$ cat src/rtl/i2s_rx_pkg.sv
// ============================================================================
// Module      : i2s_rx_pkg
// Description : Shared types and constants for the I2S receiver front-end.
// Revision    : 1.0 - initial release
// ============================================================================
`default_nettype none

package i2s_rx_pkg;

    // Sample width shared with the downstream lowpass FIR datain port
    localparam int C_SAMPLE_W = 18;
    localparam int C_SLOT_MAX = 32;
    localparam int C_TIMEOUT  = 1024;

    typedef enum logic [1:0] {
        S_HUNT  = 2'd0,
        S_LEFT  = 2'd1,
        S_RIGHT = 2'd2
    } state_t;

    // Bits needed to hold a counter that saturates at max_val
    function automatic int cnt_width(input int max_val);
        return $clog2(max_val + 1);
    endfunction

endpackage

`default_nettype wire

$ cat src/rtl/i2s_sync_edge.sv
// ============================================================================
// Module      : i2s_sync_edge
// Description : Two-flop synchronisers for SCK/WS/SD plus SCK rising-edge detect.
// Revision    : 1.0 - initial release
// ============================================================================
`default_nettype none

module i2s_sync_edge (
    input  logic clock,
    input  logic reset,
    input  logic i2s_sck,
    input  logic i2s_ws,
    input  logic i2s_sd,
    output logic ws_s,
    output logic sd_s,
    output logic rise
);

    logic r_sck_m;
    logic r_sck_s;
    logic r_sck_d;
    logic r_ws_m;
    logic r_ws_s;
    logic r_sd_m;
    logic r_sd_s;

    always_ff @(posedge clock or negedge reset) begin
        if (!reset) begin
            r_sck_m <= 1'b0;
            r_sck_s <= 1'b0;
            r_sck_d <= 1'b0;
            r_ws_m  <= 1'b0;
            r_ws_s  <= 1'b0;
            r_sd_m  <= 1'b0;
            r_sd_s  <= 1'b0;
        end else begin
            r_sck_m <= i2s_sck;
            r_sck_s <= r_sck_m;
            r_sck_d <= r_sck_s;
            r_ws_m  <= i2s_ws;
            r_ws_s  <= r_ws_m;
            r_sd_m  <= i2s_sd;
            r_sd_s  <= r_sd_m;
        end
    end

    assign ws_s = r_ws_s;
    assign sd_s = r_sd_s;
    assign rise = r_sck_s & ~r_sck_d;

endmodule

`default_nettype wire

$ cat src/rtl/i2s_rx.sv
// ============================================================================
// Module      : i2s_rx
// Description : Oversampling I2S stereo receiver with frame hunt and SCK-loss timeout.
// Revision    : 1.0 - initial release
// ============================================================================
`default_nettype none

module i2s_rx
    import i2s_rx_pkg::*;
#(
    parameter int DATA_W   = C_SAMPLE_W,
    parameter int SLOT_MAX = C_SLOT_MAX,
    parameter int TIMEOUT  = C_TIMEOUT
) (
    input  logic              clock,
    input  logic              reset,
    input  logic              i2s_sck,
    input  logic              i2s_ws,
    input  logic              i2s_sd,
    output logic [DATA_W-1:0] datal,
    output logic [DATA_W-1:0] datar,
    output logic              endata,
    output logic              lost_sync
);

    localparam int CNT_W = cnt_width(SLOT_MAX);
    localparam int TMO_W = $clog2(TIMEOUT);

    logic              w_ws_s;
    logic              w_sd_s;
    logic              w_rise;

    state_t            r_state;
    state_t            w_next_state;
    logic              r_wsd;
    logic [DATA_W-1:0] r_shreg;
    logic [DATA_W-1:0] w_word;
    logic [DATA_W-1:0] r_left_hold;
    logic [DATA_W-1:0] r_right_hold;
    logic [CNT_W-1:0]  r_bit_cnt;
    logic [TMO_W-1:0]  r_tmo_cnt;
    logic              r_pend;
    logic              w_bound;
    logic              w_tmo_fire;
    logic              w_latch_left;
    logic              w_emit;

    i2s_sync_edge u_sync (
        .clock   (clock),
        .reset   (reset),
        .i2s_sck (i2s_sck),
        .i2s_ws  (i2s_ws),
        .i2s_sd  (i2s_sd),
        .ws_s    (w_ws_s),
        .sd_s    (w_sd_s),
        .rise    (w_rise)
    );

    assign w_bound    = w_rise && (w_ws_s != r_wsd);
    // Fires on the step into TIMEOUT-1; the counter then parks there so it fires once
    assign w_tmo_fire = !w_rise && (r_tmo_cnt == TMO_W'(TIMEOUT - 2));

    // Current word with this rise's bit inserted; bits past DATA_W are dropped
    always_comb begin
        w_word = r_shreg;
        for (int i = 0; i < DATA_W; i++) begin
            if (int'(r_bit_cnt) == DATA_W - 1 - i) begin
                w_word[i] = w_sd_s;
            end
        end
    end

    always_comb begin
        w_next_state = r_state;
        w_latch_left = 1'b0;
        w_emit       = 1'b0;
        if (w_tmo_fire) begin
            w_next_state = S_HUNT;
        end else if (w_bound) begin
            case (r_state)
                S_HUNT: begin
                    if (!w_ws_s) w_next_state = S_LEFT;
                end
                S_LEFT: begin
                    if (w_ws_s) begin
                        w_latch_left = 1'b1;
                        w_next_state = S_RIGHT;
                    end
                end
                S_RIGHT: begin
                    if (!w_ws_s) begin
                        w_emit       = 1'b1;
                        w_next_state = S_LEFT;
                    end
                end
                default: w_next_state = S_HUNT;
            endcase
        end
    end

    always_ff @(posedge clock or negedge reset) begin
        if (!reset) begin
            r_state <= S_HUNT;
        end else begin
            r_state <= w_next_state;
        end
    end

    always_ff @(posedge clock or negedge reset) begin
        if (!reset) begin
            r_wsd        <= 1'b0;
            r_shreg      <= '0;
            r_bit_cnt    <= '0;
            r_tmo_cnt    <= '0;
            r_left_hold  <= '0;
            r_right_hold <= '0;
            r_pend       <= 1'b0;
            datal        <= '0;
            datar        <= '0;
            endata       <= 1'b0;
            lost_sync    <= 1'b0;
        end else begin
            r_pend    <= 1'b0;
            endata    <= 1'b0;
            lost_sync <= w_tmo_fire;
            if (w_rise) begin
                r_tmo_cnt <= '0;
                r_wsd     <= w_ws_s;
                if (w_bound) begin
                    r_shreg   <= '0;
                    r_bit_cnt <= '0;
                end else begin
                    r_shreg <= w_word;
                    if (r_bit_cnt != CNT_W'(SLOT_MAX)) begin
                        r_bit_cnt <= r_bit_cnt + CNT_W'(1);
                    end
                end
                if (w_latch_left) begin
                    r_left_hold <= w_word;
                end
                if (w_emit) begin
                    r_right_hold <= w_word;
                    r_pend       <= 1'b1;
                end
            end else if (w_tmo_fire) begin
                r_tmo_cnt <= r_tmo_cnt + TMO_W'(1);
                r_shreg   <= '0;
                r_bit_cnt <= '0;
            end else if (r_tmo_cnt != TMO_W'(TIMEOUT - 1)) begin
                r_tmo_cnt <= r_tmo_cnt + TMO_W'(1);
            end
            // Completed pair leaves one register stage after the boundary rise
            if (r_pend) begin
                datal  <= r_left_hold;
                datar  <= r_right_hold;
                endata <= 1'b1;
            end
        end
    end

endmodule

`default_nettype wire

$ cat config.mk
export PLATFORM = sky130hd
export DESIGN_NAME = i2s_rx
export DESIGN_NICKNAME = d
export VERILOG_FILES = /design/src/rtl/i2s_rx_pkg.sv /design/src/rtl/i2s_sync_edge.sv /design/src/rtl/i2s_rx.sv
export SDC_FILE = /design/constraint.sdc
export NUM_CORES = 1
export LEC_CHECK = 0
export CAP_MARGIN = 20
export CORE_MARGIN = 2
export CORE_UTILIZATION = 35
export CTS_CLUSTER_DIAMETER = 40
export DETAILED_ROUTE_END_ITERATION = 6
export GPL_TIMING_DRIVEN = 0
export PLACE_DENSITY = 0.6
export SLEW_MARGIN = 20
export SYNTH_ARGS = -nofsm -noshare
export SYNTH_HDL_FRONTEND = slang
export SYNTH_SLANG_ARGS = --single-unit
$ cat constraint.sdc
create_clock -name clock -period 2 [get_ports clock]
set_clock_uncertainty 0.1 [all_clocks]
set_input_delay 0.4 -clock clock [delete_from_list [all_inputs] [get_ports clock]]
set_output_delay 0.4 -clock clock [all_outputs]
set_load 0.1 [all_outputs]
# Word-level counts from Yosys, hierarchy flattened
# Cells that the tools add are included.
# Widths: inputs -> output; s select.
[word_totals]
regBits = 119
input_bits = 5
output_inout_bits = 38
elab_cells = 106
[op_classes]
addsub = 2
eq_ne = 26
muxes = 44
bitwise = 2
reduce_logical = 13
[op_table]
columns = ["operator", "n"]
rows = [
  ["$mux 18", 3],
  ["$eq 6x5->1 const B", 8],
  ["$mux 10", 3],
  ["$mux 1", 29],
  ["$eq 6x4->1 const B", 4],
  ["$mux 6", 4],
  ["$eq 6x3->1 const B", 2],
  ["$eq 6x6->1 const B", 2],
  ["$add 10x1->10 const B", 1],
  ["$eq 10x10->1 const B", 1],
  ["$ne 10x10->1 const B", 1],
  ["$mux 2", 4],
  ["$add 6x1->6 const B", 1],
  ["$eq 6x2->1 const B", 1],
  ["$logic_not 6->1", 1],
  ["$ne 6x6->1 const B", 1],
  ["$reduce_and 2->1", 3],
  ["$pmux 2 s2", 1],
  ["$reduce_bool 2->1", 2],
  ["$ne 3x1->1 const B", 1],
  ["$ne 3x2->1 const B", 1],
  ["$ne 3x3->1 const B", 1],
  ["$reduce_and 3->1", 1],
  ["$reduce_bool 3->1", 1],
  ["9 further kinds", 10],
]

# Logic depth before layout (Yosys ltp)
# Gate-level depths: netlist (run 1).
[depth]
ltp_word = 7
ltp_mapped = 7
depth_no_buf = 6

# Hierarchy
# A second synthesis (run 1) with hierarchy kept.
[hier_totals]
hier_cells = 432
hier_area_um2 = 5028.6
[modules_own_cells]
columns = ["mod", "instances", "cells_each", "area_per_inst_um2", "seq_area_each_um2"]
rows = [
  ["i2s_rx", 1, 424, 4839.6, 2802.7],
  ["i2s_sync_edge", 1, 8, 188.9, 175.2],
]

# Worst setup path after synthesis (run 1)
# No wires, ideal clock.
[synth_path]
kind = "flip-flop to flip-flop"
from = "register r_tmo_cnt[0]"
to = "register r_tmo_cnt[1]"
setup_ns = 0.118
arrival_ns = 1.507
required_time_ns = 1.782
path_slack_ns = 0.275
stages_incl_launch_ff = 8
synth_period_minus_slack_ns = 1.725
cell_sequence = "dfrtp_1 > inv_1 > ha_1 > or2b_1 > nor4_4 > buf_6 > nor3_1 > a21o_1"
[synth_via]
elab_chain_len = 4
[synth_lines]
columns = ["element", "line", "source"]
rows = [
  ["from (decl)", "i2s_rx.sv:41", "logic [TMO_W-1:0] r_tmo_cnt;"],
  ["from (signal assigned)", "i2s_rx.sv:146", "r_tmo_cnt <= r_tmo_cnt + TMO_W'(1);"],
  ["from (signal assigned)", "i2s_rx.sv:150", "r_tmo_cnt <= r_tmo_cnt + TMO_W'(1);"],
  ["$add 10x1->10 / $eq 10x10->1 (equally long branches)", "i2s_rx.sv:146, i2s_rx.sv:150, i2s_rx.sv:61", ""],
  ["$mux 10 / $logic_and 1x1->1 (equally long branches)", "i2s_rx.sv:149, i2s_rx.sv:61", ""],
  ["$mux 10", "i2s_rx.sv:145", "end else if (w_tmo_fire) begin"],
  ["$mux 10", "i2s_rx.sv:126", "if (w_rise) begin"],
]
# Several ways; a longest one is shown, not always the timed one. The select of a mux whose other input is x is not followed.
# A chain may end at the register's enable or synchronous reset.

# Final worst setup path (run 1)
[layout_path]
from = "register r_tmo_cnt[0]"
to = "register r_tmo_cnt[0]"
# Same word-level chain as after synthesis.

==> results of run 1 <==
[what timing repair did]
item                                    4_1_cts  5_1_grt
hold endpoints to repair                     47        0
setup buffers                                 0        9
endpoints found under the setup margin       80       40
resized for setup                           119       23
hold buffers                                  1        0
pin swaps                                     0        3
[critical path, stage by stage, from the launching register on]
cell	delay (ns)
sky130_fd_sc_hd__dfrtp_2	0.43
sky130_fd_sc_hd__inv_2	0.08
sky130_fd_sc_hd__ha_4	0.18
sky130_fd_sc_hd__or2b_1	0.25
sky130_fd_sc_hd__nor4_4	0.42
sky130_fd_sc_hd__buf_6	0.20
sky130_fd_sc_hd__buf_4	0.12
sky130_fd_sc_hd__o21ai_0	0.07
[per-stage QoR]
stage / instances / instance area [um2]
2_1_floorplan: 435 / 5060
3_3_place_gp: 657 / 5710
3_5_place_dp: 658 / 5740
4_1_cts: 691 / 6410
6_report: 700 / 6580
5_1_grt: 700 / 6580
[metal layers]
metal | share of wire, % | vias up | track usage, %
met2 | 45 | 59 | 21.3
met5 | 0 | - | 0
met4 | 1.7 | 0 | 5.35
met1 | 50 | 1757 | 21.4
met3 | 2.8 | 16 | 3.65
li1 | - | 1671 | -
[cell type report]
type | count | area (um2) | share of cell area, %
multi-input cells | 285 | 2060 | 31.3
inverters | 8 | 30.0 | 0.456
repair buffers | 53 | 574 | 8.72
clock inverters | 13 | 144 | 2.19
well taps | 180 | 225 | 3.42
plain buffers | 23 | 125 | 1.90
clock buffers | 19 | 443 | 6.73
flip-flops and latches | 119 | 2980 | 45.3
[cells in the mapped netlist (4+ instances only)]
cell type                  instances
sky130_fd_sc_hd__xor2_1            4
sky130_fd_sc_hd__inv_1             8
sky130_fd_sc_hd__nor3b_1           4
sky130_fd_sc_hd__a21oi_1          20
sky130_fd_sc_hd__a21oi_2          13
sky130_fd_sc_hd__mux2_2           36
sky130_fd_sc_hd__clkbuf_1         10
sky130_fd_sc_hd__buf_2             9
sky130_fd_sc_hd__nand2_1          56
sky130_fd_sc_hd__nand3_1           8
sky130_fd_sc_hd__ha_1              6
sky130_fd_sc_hd__nor2_1           23
sky130_fd_sc_hd__o22ai_1           4
sky130_fd_sc_hd__dfrtp_1         119
sky130_fd_sc_hd__mux2i_1          20
sky130_fd_sc_hd__o21ai_0          37
sky130_fd_sc_hd__nand4_1           6
[cell families (layout without fill, tap and decap cells)]
group / count (synthesis) / in the layout / share of synthesized area, %
and+or+nand+nor: 128 / 128 / 12.8
DFF: 119 / 119 / 58.8
AOI/OAI and AO/OA: 90 / 90 / 11.0
muxes: 56 / 56 / 12.0
buffers and inverters: 31 / 116 / 3.04
adders and majority gates: 6 / 6 / 1.48
xor gates and xnor gates: 5 / 5 / 0.865
[flip-flops by register name (all words and copies together) (netlist names)]
signal,flops
r_shreg,18
r_pend,1
endata,1
u_sync.r_sck_d,1
u_sync.r_sd_m,1
u_sync.r_sck_s,1
u_sync.r_sck_m,1
r_state,2
r_bit_cnt,6
u_sync.ws_s,1
r_right_hold,18
lost_sync,1
r_wsd,1
datal,18
u_sync.r_ws_m,1
r_left_hold,18
u_sync.sd_s,1
datar,18
r_tmo_cnt,10
[where the power goes]
part / internal, W / switching, W
logic: 0.000607 / 0.00128
clock network: 0.00188 / 0.00112
registers: 0.00278 / 0.000277
[how the worst max path moves through the flow]
stage | from | end | cells past startpoint
finish | r_tmo_cnt[0]$_DFFE_PN0P_ | r_tmo_cnt[0]$_DFFE_PN0P_ | 7
floorplan | r_tmo_cnt[0]$_DFFE_PN0P_ | r_tmo_cnt[1]$_DFFE_PN0P_ | 7
CTS | r_bit_cnt[1]$_DFFE_PN0P_ | r_left_hold[8]$_DFFE_PN0P_ | 6
global route | r_tmo_cnt[0]$_DFFE_PN0P_ | r_tmo_cnt[7]$_DFFE_PN0P_ | 7
detailed placement | r_bit_cnt[0]$_DFFE_PN0P_ | r_left_hold[14]$_DFFE_PN0P_ | 5
global placement | reset | datar[15]$_DFFE_PN0P_ | 1
==> summary.md, run 1 <==
| Metric | Value |
|---|---|
| Outcome | completed |
| Placeable core area | 14000 um2 |
| Maxcap violations | 0 |
| Arrival time worst endpoint | 2.15 ns |
| Via count | 3503 |
| Final period utilization | 98.2% |
| Required @ worst endpoint | 2.19 ns |
| CTS Sinks | 119 |
| Initial core utilization | 36.2% |
| Worst slack on hold paths | 0.252 ns |
| Final setup violation count | 0 |
| Port Buf Inserts | 42 |
| Aggregate negative setup slack | 0 ns |
| Max Clock Freq | 509 MHz |
| Peak fanout along the critical path | 8 |
| Post-layout worst setup margin | 0.0360 ns |
| Ant diodes | 0 |
| Congestion Overflow GR | 0 |
| Synthesized area | 5060 um2 |
| Fraction of synthesized cell area taken by the top area cell type | 58.8% |
| Synth area leader | sky130_fd_sc_hd__dfrtp_1 |
| Worst Hold Path EP | u_sync.sd_s$_DFF_PN0_ |
| Final ANT Viol Nets | 0 |
| Chip Height | 124 um |
| Worst min-delay path class | reg -> reg |
| Syn nets | 446 |
| Commonest cells after routing, fill and taps aside | sky130_fd_sc_hd__dfrtp_1, sky130_fd_sc_hd__nand2_1, sky130_fd_sc_hd__clkdlybuf4s15_2 |
| CTS Buffer Depth | 2 |
| Placer's final routability congestion estimate | 0.794 |
| Final net count | 518 |
| Clock period minus worst slack | 1.96 ns |
| Crit path launch type | flip-flop |
| R2R setup slack | 0.04 ns |
| Distinct cell type count of the synthesized netlist | 49 |
| R2R Path End | r_tmo_cnt[0]$_DFFE_PN0P_ |
| Top_reg_cell synth | sky130_fd_sc_hd__dfrtp_1 |
| Detailed-route wire length per cell | 15.5 um |
| Master cell of the clock root buffer | sky130_fd_sc_hd__clkbuf_16 |
| Pwr Density | 1210 nW/um2 |
| Detail-routed via count per cell | 5.00 |
| Worst Setup Slack post-DPL | -0.221 ns |
| Largest cells by area after synthesis | sky130_fd_sc_hd__dfrtp_1, sky130_fd_sc_hd__mux2_2, sky130_fd_sc_hd__nand2_1 |
| Post-layout power | 0.00796 W |
| I/O pin count | 43 |
| Slew at the pin with the worst max-slew slack | 0.704 ns |
| YS warnings | 0 |
| Area growth from synthesis to layout | 30.0% |
| Die area | 15400 um2 |
| CTS tree | built |
| Category of the worst setup path capture point | flip-flop |
| Clock edge transition at the registers on the reported setup and hold paths | 0.06 ns |
| All-Layer GR Usage | 14.7% |
| Async SR Flop Fraction | 100% |
| Wire length of the first global-routing pass | 18300 um |
| Number of enable-type register cells in the synthesized netlist | 0 |
| Share of post-route cells with drive strength above 1 | 33.5% |
| Endpoints failing hold | 0 |
| Post-detailed-placement half-perimeter wirelength | 7240 um |
| FP Rows | 43 |
| Number of antenna violations at the first check in global routing | 0 |
| Maximum number of pins on one net before global-route repair | 73 |
| Critical R2R Launch | r_tmo_cnt[0]$_DFFE_PN0P_ |
| Num CTS Buffers | 17 |
| Average cell area after synthesis | 11.6 um2 |
| Number of global-route vias before repair | 3461 |
| Sequential-to-total area share from yosys stat | 58.8% |
| WL final | 10800 um |
| DRC errors left | 0 |
| Post-synthesis cell count | 435 |
| Most frequent standard cell in the layout excluding fill and tap cells | sky130_fd_sc_hd__dfrtp_1 |
| Cell leakage power | 2.92 nW |
| Launch point of the worst hold path | u_sync.r_sd_m$_DFF_PN0_ |
| Filler cell count in the final layout | 1242 |
| Core utilization of the finished layout | 47.1% |
| H-tree lvl count | 4 |
| Iteration-0 DRC count of the detailed router | 181 |
| Fin. max-slew vios | 0 |
| Worst slew slack as a fraction of its limit | 52.4% |
| Insertion delay of the later-clocked pin in the worst-skew pair | 0.41 ns |
| Max IR drop VDD | 658 uV |
| Overall die width | 124 um |
| Number of cell instances on the worst register-to-register path | 7 |
| Cells on Worst Hold Path | 0 |
| Count of TritonRoute iterations in the first routing pass | 4 |
| Classification of the worst setup path | reg -> reg |
| Synthesis-stage register bit count | 119 |
No activity file was read; power rests on OpenSTA's default activity.
==> run 2, diff against run 1 <==
--- a/config.mk
+++ b/config.mk
@@ -5,7 +5,7 @@
 export SDC_FILE = /design/constraint.sdc
 export NUM_CORES = 1
 export LEC_CHECK = 0
-export CAP_MARGIN = 20
+export CAP_MARGIN = 25
 export CORE_MARGIN = 2
 export CORE_UTILIZATION = 35
 export CTS_CLUSTER_DIAMETER = 40
==> results of run 2 <==
The final DEF is identical to that of run 1; final timing and power are the same.
